### src/rtl/sample_timer_ctrl.sv
// Packet bit-timing controller: half-bit alignment, N data bits of P cycles each, then a
// P-cycle stop period. Emits a per-bit shift strobe and an end-of-packet pulse.
module sample_timer_ctrl #(
  parameter int unsigned NUM_CNT_BITS = 8,
  parameter int unsigned NUM_IDX_BITS = 4
) (
  input  logic                    clk,
  input  logic                    n_rst,
  input  logic                    start,
  input  logic                    abort,
  input  logic [NUM_CNT_BITS-1:0] bit_period,
  input  logic [NUM_IDX_BITS-1:0] num_bits,
  output logic                    busy,
  output logic                    shift_strobe,
  output logic                    packet_done,
  output logic [NUM_IDX_BITS-1:0] bit_index
);

  typedef enum logic [1:0] {
    IDLE = 2'd0,
    HALF = 2'd1,
    BITS = 2'd2,
    STOP = 2'd3
  } state_e;

  localparam logic [NUM_CNT_BITS-1:0] CNT_ONE = NUM_CNT_BITS'(1);
  localparam logic [NUM_CNT_BITS-1:0] CNT_TWO = NUM_CNT_BITS'(2);
  localparam logic [NUM_IDX_BITS-1:0] IDX_ONE = NUM_IDX_BITS'(1);

  state_e                  state_q, state_d;
  logic [NUM_CNT_BITS-1:0] cnt_q, cnt_d;
  logic [NUM_CNT_BITS-1:0] per_q, per_d;
  logic [NUM_IDX_BITS-1:0] nbits_q, nbits_d;
  logic [NUM_IDX_BITS-1:0] idx_q, idx_d;

  logic [NUM_CNT_BITS-1:0] limit;
  logic [NUM_CNT_BITS-1:0] cnt_inc;
  logic                    last;

  // The counter runs 1..limit; reaching the limit marks the final cycle of the phase.
  always_comb begin
    limit   = (state_q == HALF) ? (per_q >> 1) : per_q;
    cnt_inc = cnt_q + CNT_ONE;
    last    = (cnt_inc == limit);
  end

  always_comb begin
    state_d = state_q;
    cnt_d   = cnt_q;
    per_d   = per_q;
    nbits_d = nbits_q;
    idx_d   = idx_q;

    unique case (state_q)
      IDLE: begin
        cnt_d = '0;
        idx_d = '0;
        if (start && !abort) begin
          per_d   = (bit_period < CNT_TWO) ? CNT_TWO : bit_period;
          nbits_d = (num_bits == '0) ? IDX_ONE : num_bits;
          state_d = HALF;
        end
      end
      HALF: begin
        if (last) begin
          cnt_d   = '0;
          state_d = BITS;
        end else begin
          cnt_d = cnt_inc;
        end
      end
      BITS: begin
        if (last) begin
          cnt_d = '0;
          if (idx_q == nbits_q - IDX_ONE) begin
            idx_d   = '0;
            state_d = STOP;
          end else begin
            idx_d = idx_q + IDX_ONE;
          end
        end else begin
          cnt_d = cnt_inc;
        end
      end
      STOP: begin
        if (last) begin
          cnt_d   = '0;
          state_d = IDLE;
        end else begin
          cnt_d = cnt_inc;
        end
      end
      default: state_d = IDLE;
    endcase

    if (abort && (state_q != IDLE)) begin
      state_d = IDLE;
      cnt_d   = '0;
      idx_d   = '0;
    end
  end

  always_ff @(posedge clk or negedge n_rst) begin
    if (!n_rst) begin
      state_q <= IDLE;
      cnt_q   <= '0;
      per_q   <= '0;
      nbits_q <= '0;
      idx_q   <= '0;
    end else begin
      state_q <= state_d;
      cnt_q   <= cnt_d;
      per_q   <= per_d;
      nbits_q <= nbits_d;
      idx_q   <= idx_d;
    end
  end

  // abort is the only input allowed to reach the outputs combinationally.
  always_comb begin
    busy         = (state_q != IDLE);
    shift_strobe = (state_q == BITS) && last && !abort;
    packet_done  = (state_q == STOP) && last && !abort;
    bit_index    = idx_q;
  end

endmodule

### config.mk
export PLATFORM = sky130hd
export DESIGN_NAME = sample_timer_ctrl
export DESIGN_NICKNAME = d
export VERILOG_FILES = /design/src/rtl/sample_timer_ctrl.sv
export SDC_FILE = /design/constraint.sdc
export NUM_CORES = 1
export LEC_CHECK = 0
export ABC_AREA = 1
export CAP_MARGIN = 15
export CORE_ASPECT_RATIO = 1.25
export CORE_UTILIZATION = 35
export DETAILED_ROUTE_END_ITERATION = 6
export GPL_ROUTABILITY_DRIVEN = 0
export HOLD_SLACK_MARGIN = 0.12
export PLACE_DENSITY = 0.61
export SETUP_SLACK_MARGIN = 0.5
export SLEW_MARGIN = 40
export SYNTH_ARGS = -nofsm -noshare
export SYNTH_HDL_FRONTEND = slang
export SYNTH_SLANG_ARGS = --single-unit
### constraint.sdc
create_clock -name clk -period 2.4 [get_ports clk]
set_input_delay 0.36 -clock clk [delete_from_list [all_inputs] [get_ports clk]]
set_output_delay 0.36 -clock clk [all_outputs]
set_load 0.01 [all_outputs]
Word-level counts from Yosys, hierarchy flattened --
Cells that the tools add are included.
Cells by class: add/subtract/negate cells 3, magnitude comparators 1, equal/unequal tests 10, multiplexer cells 17, reduce and logical (&&, ||, !) cells 15
Operators with widths (count):
- two-way mux 8 bit | 4
- two-way mux 4 bit | 4
- one-hot mux 8 bit (2 select lines) | 1
- two-way mux 2 bit | 6
- != test 3 bit, second input constant | 4
- adder 8 x 1 -> 8 bit, second input constant | 1
- equality test 8 bit | 1
- < comparator 8 x 2 -> 1 bit, second input constant | 1
- one-hot mux 2 bit (4 select lines) | 1
- one-hot mux 4 bit (2 select lines) | 1
- logical AND 1 bit | 6
- AND reduction 5 bit | 1
- adder 4 x 1 -> 4 bit, second input constant | 1
- equality test 2 bit, second input constant | 2
- equality test 4 bit | 1
- logical NOT 4 bit | 1
- AND reduction 2 bit | 2
- subtractor 4 x 1 -> 4 bit, second input constant | 1
- != test 3 x 2 -> 1 bit, second input constant | 1
- nonzero test 3 bit | 1
- OR reduction 3 bit | 1
- equality test 2 x 1 -> 1 bit, second input constant | 1
- logical NOT 2 bit | 1
- nonzero test 2 bit | 1
- logical NOT 1 bit | 1
Storage, ports and cells: flip-flop bits (word level) 26, output and inout bits 7

Longest topological paths before layout --
word-level depth 6, mapped depth 15, gate-level depth less buffers 15

Worst setup path before layout --
Ideal clock, no wire load.
kind reg-to-output, from register state_q[0], to output port packet_done, arrival time 1705 ps, data required time 2040 ps, path slack 335 ps, stages on the path, launching flop included 10, buffers on the path 1, cells stage by stage dfrtp_1 > ha_1 > buf_6 > o21ai_0 > inv_1 > nand3_1 > nand2_1 > nor2_2 > nand3_4 > nor3_1
On the way: word-level cells in the longest chain between the ends 5, elaborated cells between the ends (all ways) 6
Ends and longest elaborated chain:
- start: declaration | RTL line 30 | state_e state_q, state_d;
- start signal: assignment | RTL line 111 | state_q <= state_d;
- equality test 2 x 1 -> 1 bit | RTL line 42 | limit = (state_q == HALF) ? (per_q >> 1) : per_q;
- two-way mux 8 bit | RTL line 42
- equality test 8 bit | RTL line 44 | last = (cnt_inc == limit);
- logical AND 1 bit (*) (2 in series) | RTL line 123 | packet_done = (state_q == STOP) && last && !abort;
- end: declaration | RTL line 15 | output logic packet_done,
Mark *: on every way between the ends. The rest lies on a longest branch, timed or not.

Worst setup path after layout --
from register state_q[1], to output port packet_done
The elaborated chain is that of the path after synthesis.

==> results.md <==
- The Yosys step of the flow raised 0 warnings.
- Global routing finished with a remaining overflow of 0.
- After filler insertion, the fill cell instance count of the layout stands at 463.
- The worst setup path is launched from a flop.
- Summing internal, switching and leakage power gives 2.55 mW.
- The met1 routed wirelength after detailed routing is 1.76 mm.
- In the synthesized netlist the async set-or-reset flop fraction comes to 100%.
- The sum of met3 wire segment lengths after detailed routing is 114 µm.
- For this run, the number of standard cells in the final layout without fillers is 354.
- Yosys instantiated no cell more often than sky130_fd_sc_hd__nand2_1.
- The number of placed instances, taps included, is about 340.
- The cell count along the critical path is 13.
- In the synthesized netlist, the number of instances is 247.
- After clock tree synthesis, the clock-pin slew on the worst setup and hold paths is ~100 ps.
- The number of nets at the end of the flow is 318.
- Data on the critical path is required at its endpoint by 2040 ps.
- The CTS sink count is 26.
- Traced cell by cell, the critical path runs through inv_2, ha_4, buf_6, buf_6, nand2_2, o21ai_2, inv_1, nand3_1, nand2_1, nor2_2, nand3_4, nor3_4, buf_2.
- The number of search-and-repair iterations in the first detailed-routing pass is 3.
- sky130_fd_sc_hd__dfrtp_1 takes more of the synthesized area than any other cell.
- The first global-routing pass estimated between 7 and 8 mm of wire.
- Entering global routing, the biggest net connects 27 pins.
- For this block, the via count after detailed routing is approximately 1700.
- For the pin with the worst max-slew slack, the measured transition is 590 ps.
- The slowest stage of the critical path is the sky130_fd_sc_hd__dfrtp_1 cell.
- The worst hold path class is in2async.
- The number of max-slew violations in the final report is 0.
- Dividing the final minimum period by the clock period gives 94.7%.
- Setup violations remaining at the end of the flow were counted as 0.
- On the final layout, the worst clock skew is 4.02 ps.
- In this run the clock root is driven by a sky130_fd_sc_hd__clkbuf_8.
- The maximum net fanout on the critical path is 6.
- The number of antenna violations at the first check in global routing is 0.
- At the worst endpoint, the arrival time is 1910 ps.
- The wire length on met2 is between 2 and 2.5 mm.
- The time the final worst path needs with I/O delays and setup is 2270 ps.
- The flow ran to the end, and the final reports show no timing, DRC or antenna violations.
- The number of enable flip-flop cells after synthesis is 0.
- The vertical die dimension is 81.4 µm.
- By area the synthesized netlist is led by sky130_fd_sc_hd__dfrtp_1 37%, sky130_fd_sc_hd__nand2_1 15%, sky130_fd_sc_hd__inv_1 8.5%.
- The normalized max-slew margin is 60.2%.
- The die is 65.5 µm wide.
- The mean routed wirelength per cell is 11.6 µm.
- The worst register-to-register path has a depth of 18.
- The tool flagged a number of max-cap violations equal to 0.
- The analysis attributes to cell leakage a power of 1.17 nW.
- The final layout contains routed wiring with a total length of a little over 4 mm.
- The largest single stage delay on the critical path is 400 ps.
- The global-route usage over all layers is 17.5%.
- The post-detailed-placement half-perimeter wirelength is 3.13 mm.
- TritonCTS built the clock tree.
- The kind of cell with the highest combined delay along the critical path is simple AND/OR/NAND/NOR gates.
- The number of nets in the synthesized netlist is 270.
- The sequential element share of the synthesized area is 36.9%.
- Setup repair after global routing could not meet its margin everywhere.
- The count of hold buffers inserted by post-cts repair is 0.
- The number of core rows is 28.
- After detailed routing, the number of vias per cell comes to 4.70.
- Sorting the synthesized cells by how often they occur yields 71 x sky130_fd_sc_hd__nand2_1, 40 x sky130_fd_sc_hd__inv_1, 26 x sky130_fd_sc_hd__dfrtp_1, 23 x sky130_fd_sc_hd__nand3_1, 17 x sky130_fd_sc_hd__o21ai_0.
- The full die area is 5330 µm².
- The post-route core utilization is 50.0%.
- The count of unresolved DRC violations after routing is 0.
- The number of nets still failing antenna checks after routing is 0.
- The number of levels in the clock H-tree is 1.
- The number of buffers and inverters on the critical path is 5.
- The number of top-level pins is 23.
- The clock passes through at most 2 buffers.
- Yosys mapped the design onto 29 distinct sky130hd cell types.
- The total CTS buffers is 3.
- The uppermost layer routed is met4.
- The most numerous cell type found on the critical path is sky130_fd_sc_hd__buf_6.
- The category of the most critical setup path is reg2out.
- Averaged over all synthesized cells, the footprint is 7.14 µm².
- The most used flip-flop cell after synthesis is sky130_fd_sc_hd__dfrtp_1.
- The clock reaches the later pin of the worst-skew pair after 280 ps.
- The fraction of post-synthesis cell area in the top cell type by area is 36.9%.
- The post-route netlist has 22.8% of its cells at a drive strength greater than 1.
- The number of inserted diodes is 0.
- Summing all non-filler instances in the final layout gives an area of 2400 µm².
- The via count of the first global-routing pass was 1657.
- The maximum ir drop on the vdd rail is 0.529 mV.
- The highest clock rate is 440 MHz.
- The initial core utilization is 36.7%.
- The area of the core is around 4800 µm².
- The total count of hold-check failures in the final report came to 0.
- The kind of end point of the critical path is a primary output.
- The detailed router finished its first iteration with 41 violations.
- The area growth from synthesis to layout is 36.1%.
- The netlist area before placement is 1760 µm².
- The power per cell area is 1060 nW/µm².
- The number of I/O port buffers is 22.
- In this run the cell area measured after placement is 2210 µm².
- The register bit total from synthesis is 26.
-- layer usage --
layer,GRT usage [%],vias to the layer above
met5,0,-
li1,-,880
met3,2.53,11
met2,33.0,25
met1,19.1,749
met4,7.83,0
-- final cells by class --
class / count / area (µm²) / share of cell area, %
clock buffers: 3 / 41.3 / 1.72
flip-flops and latches: 26 / 652 / 27.2
inverters: 40 / 150 / 6.26
clock inverters: 1 / 30.0 / 1.25
well taps: 60 / 75.1 / 3.13
multi-input cells: 178 / 1050 / 43.8
repair buffers: 46 / 400 / 16.7
-- layout by cell type, fill, tap and decap left out, types with 3 or more instances in the layout --
| cell type | count |
|---|---|
| sky130_fd_sc_hd__nand2_1 | 64 |
| sky130_fd_sc_hd__inv_1 | 36 |
| sky130_fd_sc_hd__dfrtp_1 | 25 |
| sky130_fd_sc_hd__nand3_1 | 22 |
| sky130_fd_sc_hd__buf_4 | 21 |
| sky130_fd_sc_hd__clkdlybuf4s50_1 | 19 |
| sky130_fd_sc_hd__o21ai_0 | 15 |
| sky130_fd_sc_hd__nor2_1 | 14 |
| sky130_fd_sc_hd__nand2_2 | 7 |
| sky130_fd_sc_hd__o21ai_2 | 7 |
| sky130_fd_sc_hd__a21oi_1 | 6 |
| sky130_fd_sc_hd__nor2_2 | 5 |
| sky130_fd_sc_hd__ha_1 | 5 |
| sky130_fd_sc_hd__inv_2 | 4 |
| sky130_fd_sc_hd__xor2_1 | 4 |
| sky130_fd_sc_hd__nand4_1 | 3 |
| sky130_fd_sc_hd__clkbuf_8 | 3 |
| sky130_fd_sc_hd__buf_6 | 3 |
-- cells by family (layout without fill, tap and decap cells) --
family                   Yosys count  count (layout)  share of synthesized area [%]
AO/OA/AOI/OAI                     36              36                           11.8
XOR/XNOR                           6               6                           2.98
adder cells (fa/ha/maj)            7               7                           4.97
flip-flops                        26              26                           36.9
AND/OR/NAND/NOR                  129             129                           33.8
buffers and inverters             43              90                           9.58
-- stage by stage --
stage / worst slack (ps) / hold WS (ps) / setup TNS [ps]
6_report: 128 / 460 / 0
2_1_floorplan: 495 / 64.4 / 0
5_1_grt: -42.1 / 478 / -81.9
4_1_cts: 115 / 467 / 0
3_3_place_gp: -45.0 / 524 / -45.0
3_5_place_dp: -72.5 / 533 / -80.2
-- worst register-to-register path: cells and delay by family, from the launching register on --
kind | cells | cell delay, ps
flops | 1 | 400
compound gates | 2 | 110
simple gates | 8 | 700
buf+inv | 7 | 730
fa+ha+maj | 1 | 160
-- power breakdown --
group	internal (mW)	switching, mW
combinational	0.645	0.842
clock	0.223	0.149
sequential	0.575	0.113
-- state kept, by name, indices dropped and copies added (netlist names) --
name	cells
cnt_q	8
state_q	2
nbits_q	4
per_q	8
bit_index	4
-- worst paths after layout --
| kind | slack (ps) | end | startpoint |
|---|---|---|---|
| min in group clk | 550 | nbits_q[1] | nbits_q[1] |
| max in group asynchronous | 1650 | state_q[0] | n_rst |
| worst max-delay path | 130 | packet_done | state_q[1] |
| worst min-delay path | 460 | cnt_q[3] | n_rst |
| worst max register to register | 190 | bit_index[3] | state_q[1] |
| worst min register to register | 550 | nbits_q[1] | nbits_q[1] |
-- what timing repair did --
item / 4_1_cts / 5_1_grt
gates cloned: 0 / 0
endpoints found under the setup margin: 17 / 17
pin swaps: 6 / 0
resized for setup: 25 / 7
endpoints found under the hold margin: 0 / 0
setup buffers: 5 / 2
No activity file was read; power rests on OpenSTA's default activity.
